## config.mk

```make
export PLATFORM = sky130hd
export DESIGN_NAME = serial_tx
export DESIGN_NICKNAME = d
export VERILOG_FILES = /design/src/rtl/serial_tx.sv
export SDC_FILE = /design/constraint.sdc
export NUM_CORES = 1
export LEC_CHECK = 0
export CORE_ASPECT_RATIO = 1.4
export CORE_MARGIN = 2
export CORE_UTILIZATION = 42
export DETAILED_ROUTE_END_ITERATION = 16
export PLACE_DENSITY = 0.6
export SLEW_MARGIN = 10
export SYNTH_ARGS = -nofsm -noshare
export SYNTH_HDL_FRONTEND = slang
export SYNTH_SLANG_ARGS = --single-unit
export TNS_END_PERCENT = 100
```

## constraint.sdc

```tcl
create_clock -name clk -period 2.22 [get_ports clk]
set_clock_uncertainty 0.2 [all_clocks]
set_input_delay 0.444 -clock clk [delete_from_list [all_inputs] [get_ports clk]]
set_output_delay 0.444 -clock clk [all_outputs]
set_load 0.01 [all_outputs]
```

## src/rtl/serial_tx.sv

```systemverilog
// Parallel-in, serial-out frame transmitter: start bit (1), data LSB first,
// optional even parity, stop bit (0); each line bit is held CLKS_PER_BIT clocks.
module serial_tx #(
   parameter int unsigned WIDTH        = 8,
   parameter int unsigned CLKS_PER_BIT = 4,
   parameter bit          PARITY_EN    = 1'b1
) (
   input  logic             clk,
   input  logic             rst,
   input  logic             in_valid,
   input  logic [WIDTH-1:0] in_data,
   output logic             in_ready,
   output logic             tx_out,
   output logic             busy,
   output logic             tx_done
);

   localparam int unsigned IDX_W = (WIDTH > 1) ? $clog2(WIDTH) : 1;
   localparam int unsigned CNT_W = (CLKS_PER_BIT > 1) ? $clog2(CLKS_PER_BIT) : 1;
   localparam logic [IDX_W-1:0] IDX_LAST = IDX_W'(WIDTH - 1);
   localparam logic [CNT_W-1:0] CNT_LAST = CNT_W'(CLKS_PER_BIT - 1);

   typedef enum logic [2:0] {
      StIdle,
      StStart,
      StData,
      StParity,
      StStop
   } state_e;

   state_e           state_q;
   logic [WIDTH-1:0] shift_q;
   logic [WIDTH-1:0] shift_nxt;
   logic             parity_q;
   logic [IDX_W-1:0] bit_idx_q;
   logic [CNT_W-1:0] clk_cnt_q;

   assign in_ready  = (state_q == StIdle) && !rst;
   // Shifted copy used to pick the next data bit without a constant index past WIDTH-1.
   assign shift_nxt = shift_q >> 1;

   always_ff @(posedge clk or posedge rst) begin
      if (rst) begin
         state_q   <= StIdle;
         shift_q   <= '0;
         parity_q  <= 1'b0;
         bit_idx_q <= '0;
         clk_cnt_q <= '0;
         tx_out    <= 1'b0;
         busy      <= 1'b0;
         tx_done   <= 1'b0;
      end else begin
         tx_done <= 1'b0;
         if (state_q == StIdle) begin
            if (in_valid && in_ready) begin
               shift_q   <= in_data;
               parity_q  <= ^in_data;
               state_q   <= StStart;
               tx_out    <= 1'b1;
               busy      <= 1'b1;
               clk_cnt_q <= '0;
            end else begin
               tx_out <= 1'b0;
               busy   <= 1'b0;
            end
         end else if (clk_cnt_q != CNT_LAST) begin
            clk_cnt_q <= clk_cnt_q + 1'b1;
         end else begin
            clk_cnt_q <= '0;
            case (state_q)
               StStart: begin
                  state_q   <= StData;
                  tx_out    <= shift_q[0];
                  bit_idx_q <= '0;
               end
               StData: begin
                  if (bit_idx_q != IDX_LAST) begin
                     shift_q   <= shift_nxt;
                     tx_out    <= shift_nxt[0];
                     bit_idx_q <= bit_idx_q + 1'b1;
                  end else if (PARITY_EN) begin
                     state_q <= StParity;
                     tx_out  <= parity_q;
                  end else begin
                     state_q <= StStop;
                     tx_out  <= 1'b0;
                  end
               end
               StParity: begin
                  state_q <= StStop;
                  tx_out  <= 1'b0;
               end
               StStop: begin
                  state_q <= StIdle;
                  tx_out  <= 1'b0;
                  busy    <= 1'b0;
                  tx_done <= 1'b1;
               end
               default: begin
                  state_q <= StIdle;
                  tx_out  <= 1'b0;
                  busy    <= 1'b0;
               end
            endcase
         end
      end
   end

endmodule

```

# Yosys cells after proc, flatten, opt, wreduce, memory -nomap -nowiden
# Cells that the tools add are included.
# totals
ff_bits,20
inputBits,11
output_inout_bits,4
word_cells,63
# classes
addsub,2
n_eq_ne,11
n_mux,26
bitwise_logic,2
reduce_logical,14
# op_table
operator,count
8-bit 2-to-1 mux,5
3-bit 2-to-1 mux,5
1-bit 2-to-1 mux,10
3-bit case mux with 3 select lines,1
4-bit AND reduction,2
8-bit XOR reduction,1
"3-bit by 2-bit == test with 1-bit output, second input constant",2
2-bit 2-to-1 mux,3
"2-bit inequality test, second input constant",3
"3-bit inequality test, second input constant",2
3-bit case mux with 2 select lines,1
2-bit nonzero test,3
"2-bit by 1-bit inequality test with 1-bit output, second input constant",2
2-bit AND reduction,2
"3-bit by 1-bit adder with 3-bit output, second input constant",1
"3-bit by 1-bit == test with 1-bit output, second input constant",1
"3-bit == test, second input constant",1
3-bit logical NOT,1
3-bit AND reduction,1
3-bit OR reduction,1
"2-bit by 1-bit adder with 2-bit output, second input constant",1
1-bit logical AND,2
1-bit NOT,2
1-bit case mux with 2 select lines,1
1-bit logical NOT,1

# Logic depth before layout (Yosys ltp)
# logic_depth
depth_word,5
ltp_mapped,7
mapped_depth_nobuf,6

# Worst setup path after synthesis
# Ideal clock, no wire load.
# synth_timing
path_type,register to register
start,reg bit_idx_q[0]
end,reg shift_q[3]
setup_time_ps,73
t_arrival_ps,1486
setup_slack_ps,461
stages_incl_launch_ff,8
n_path_buf,1
path_cell_list,dfrtp_1 > ha_1 > ha_1 > nand3b_1 > a21oi_4 > buf_6 > nor2_1 > a21oi_2
# synth_via
elab_chain_cells,3
# synth_rtl
element,line,source
"start, declared",35,logic [IDX_W-1:0] bit_idx_q;
"start signal, assigned",80,bit_idx_q <= bit_idx_q + 1'b1;
3-bit inequality test,77,if (bit_idx_q != IDX_LAST) begin
2-bit nonzero test (no line),--,
4-bit AND reduction (no line),--,
"end signal, assigned",56,shift_q <= in_data;
"end signal, assigned",78,shift_q <= shift_nxt;
"end, declared",32,logic [WIDTH-1:0] shift_q;
# No other way between the ends.
# A chain may end at the register's enable or synchronous reset.

# Final worst setup path
# layout_timing
start,reg state_q[0]
end,out in_ready
# layout_via
elab_chain_cells,2
# layout_rtl
element,line,source
"start, declared",31,state_e state_q;
"start signal, assigned",44,state_q <= StIdle;
"start signal, assigned",58,state_q <= StStart;
"start signal, assigned",72,state_q <= StData;
3-bit logical NOT,38,assign in_ready = (state_q == StIdle) && !rst;
1-bit logical AND,38,
"end, declared",12,"output logic in_ready,"
# No other way between the ends.

==> key figures <==
Final layout
  – Layout Utilization: 0.549
  – Fillers: 233
  – Commonest non-fill, non-tap cells in the layout: dfrtp_1 (20), clkdlybuf4s50_1 (13), nor2_1 (12)
  – NumNets Final: 149
  – Area Growth Syn to Fin: 22.8%
  – Non-filler instance count after layout: 167
  – Inserted Diodes: 0
  – FF/Latch Area: 500 µm²
  – Final instance area: 1340 µm²
  – Leading cell type in the layout, fill and taps excluded: dfrtp_1
  – Share of cells above drive strength 1: 0.135
  – Multi-input logic area: 536 µm²

Yosys
  – Largest family of logic cells by synthesized area: compound AO/OA/AOI/OAI gates
  – YS warnings: 0
  – Synthesized area: 1090 µm²
  – Post-synthesis instance total: 113
  – Post-Synth Simple-Gate Area: 0.142
  – Synth cell types: 30
  – Complex-gate fraction of the synthesized area: 0.174
  – Mux contribution to synthesized area: 0.0835
  – Avg Cell Area, Syn: 9.68 µm²
  – Adder-cell share of the synthesized area: 0.0343
  – Syn Nets: 127
  – #FFs+latches synth: 20
  – Post-Synth XOR/XNOR Area: 0.0561
  – Sequential share of the synthesized area: 0.458

Floorplanning
  – Initial Util: 0.448
  – Die outline width: 47.1 µm
  – Top Ports: 15
  – Die Area: 3030 µm²
  – Core area: 2440 µm²
  – Row count: 21
  – Die Ht: 64.4 µm

Timing
  – Worst-Margin Slew: 0.261 ns
  – Fin crit period: 2.01 ns
  – Final period utilization: 0.906
  – Max Slew Vio Count: 0
  – Final setup viols: 0
  – RSZ-0062 raised after global routing: no
  – Endpoints failing hold: 0
  – Hold slack: 0.292 ns
  – Slew headroom: 0.826
  – Fmax: 497 MHz

Place
  – Port-buffer cells: 14
  – Placed Area: 1320 µm²
  – Routability-driven placement congestion ratio: 0.750
  – Dpl hpwl: 1.64 mm
  – Placed insts: 164

GRT
  – Gr usage total: 0.160
  – Antenna violations before repair: 0
  – Vias in the first global route: 819
  – Grt total ovfl: 0
  – Largest net degree at the start of global routing: 21
  – First-pass GRT wire length: 3.56 mm

Route
  – TritonRoute pass-1 iters: 4
  – Post-route DRC: 0
  – DRT antenna net count: 0
  – Final wirelength: 2.08 mm
  – DR WL/cell: 12.4 µm
  – Via-to-Cell Ratio: 5.14
  – Starting DRT DRC Count: 11
  – Vias post-DR: 859

Critical path
  – Max incr delay on CP: 0.39 ns
  – Maximum fanout along the worst path: 2
  – Reg2Reg Depth: 6
  – Critical Path End Type: output port
  – Slowest CP cell: dfrtp_1
  – WP data required: 1.58 ns
  – Critical register-to-register path startpoint: bit_idx_q[0]
  – Crit start category: flop
  – Worst Setup Path Type: flop to output port
  – R2r setup slk: 0.32 ns
  – CP arrival: 1.37 ns
  – CP Cell Sequence: or2_1, nor3_1, dlygate4sd2_1
  – CP startpoint: state_q[0]
  – Reg2reg end: tx_out

Power and ir drop
  – Peak supply drop: 0.554 mV
  – Net Sw Frac: 0.397
  – Sw Pwr: 661 µW
  – Power per cell area: 1240 nW/µm²
  – Int Power: 1.00 mW
  – Leak: 0.580 nW
  – Share of power burned in registers: 0.367
  – Combinational share of power: 0.532
  – Clock share of power: 0.102
  – Total power: 1.67 mW

Min path
  – Hold Path Class: flop to flop
  – Hold Path Sink: parity_q
  – Worst hold start: parity_q
  – Hold depth: 2

Clocking
  – TritonCTS clock tree: done
  – Hold buffers post-CTS: 0
  – TritonCTS Sinks: 20
  – Total CTS buffers: 3
  – Clock transition at the registers of the reported paths: 0.11 ns
  – Clk_lat worst skew: 0.30 ns
  – CTS max path bufs: 2
  – CTS root buf: clkbuf_4
  – H-tree depth: 1

Status
  – Outcome: complete, no violations

Job
  – Max cap viols: 0
## metal layers
layer,GRT usage,vias to the layer above,routed length (µm)
met5,0,-,0
met4,0.0521,0,24
met3,0.0254,2,53
met2,0.274,12,1080
met1,0.195,412,922
li1,-,433,-
## cells by family after synthesis
group	Yosys count
compound gates	29
xor+xnor	7
flops	20
buf+inv	12
simple gates	33
mux	9
fa+ha+maj	3
## layout make-up
cell class                      instances  area share
Clock buffer                            3      0.0168
Tap cell                               34      0.0317
Timing Repair Buffer                   23       0.163
Inverter                                6      0.0168
Sequential cell                        20       0.373
Multi-Input combinational cell         81       0.399
## worst max-delay path: cells and delay by family, from the launching register on
kind          cells  cell delay (ns)
buf+inv           1             0.29
simple gates      2             0.39
flops             1             0.39
## how the worst max path moves through the flow
stage                      end  slack [ns]
floorplan           shift_q[3]        0.46
global placement      in_ready      -0.009
detailed placement    in_ready       -0.03
CTS                   in_ready        0.19
global route          in_ready        0.12
finish                in_ready        0.21
## flip-flops by register name (all words and copies together), names as in the netlist
| signal | flops |
|---|---|
| parity_q | 1 |
| clk_cnt_q | 2 |
| bit_idx_q | 3 |
| state_q | 3 |
| busy | 1 |
| tx_out | 1 |
| shift_q | 8 |
| tx_done | 1 |
## repair_timing
item,CTS,global route
setup endpoints to repair,1,0
gates resized for setup,1,0
hold endpoints to repair,0,0
setup buffers,0,0
## per-stage QoR
| step | TNS, ns | setup slack [ns] |
|---|---|---|
| after floorplan | 0 | 0.461 |
| after global placement | -0.00919 | -0.00919 |
| after detailed placement | -0.0260 | -0.0260 |
| final | 0 | 0.209 |
| after CTS | 0 | 0.188 |
| after global routing | 0 | 0.120 |
## power groups by stage
| stage | Combinational (mW) | Sequential, mW | Clock, mW |
|---|---|---|---|
| after floorplan | 0.643 | 0.600 | 0 |
| after global placement | 0.874 | 0.613 | 0 |
| after detailed placement | 0.897 | 0.623 | 0 |
| after CTS | 0.896 | 0.614 | 0.180 |
| after global routing | 0.996 | 0.630 | 0.198 |
| final | 0.885 | 0.611 | 0.169 |
## cell usage after synthesis
| master | instances | area [µm²] |
|---|---|---|
| nor2_1 | 12 | 45.0 |
| clkbuf_1 | 1 | 3.75 |
| nand2_1 | 9 | 33.8 |
| nor3_1 | 2 | 10.0 |
| nand3_1 | 3 | 15.0 |
| a21oi_4 | 1 | 16.3 |
| a211o_1 | 1 | 8.76 |
| nor3_2 | 1 | 10.0 |
| mux2_2 | 1 | 11.3 |
| buf_2 | 4 | 20.0 |
| inv_1 | 6 | 22.5 |
| dfrtp_1 | 20 | 500 |
| buf_6 | 1 | 11.3 |
| o22ai_1 | 2 | 12.5 |
| a32oi_1 | 1 | 8.76 |
| o31ai_1 | 1 | 7.51 |
| a21oi_2 | 3 | 26.3 |
| a21oi_1 | 6 | 30.0 |
| mux2i_1 | 8 | 80.1 |
| a22oi_1 | 3 | 22.5 |
| o21ai_0 | 9 | 45.0 |
| nand2b_1 | 1 | 6.26 |
| ha_1 | 3 | 37.5 |
| or2_1 | 1 | 6.26 |
| nand3b_1 | 1 | 7.51 |
| and3_1 | 1 | 6.26 |
| xnor2_1 | 7 | 61.3 |
| a31oi_1 | 2 | 12.5 |
| or3b_1 | 1 | 8.76 |
| nor2b_1 | 1 | 6.26 |
No activity file was read; power rests on OpenSTA's default activity.
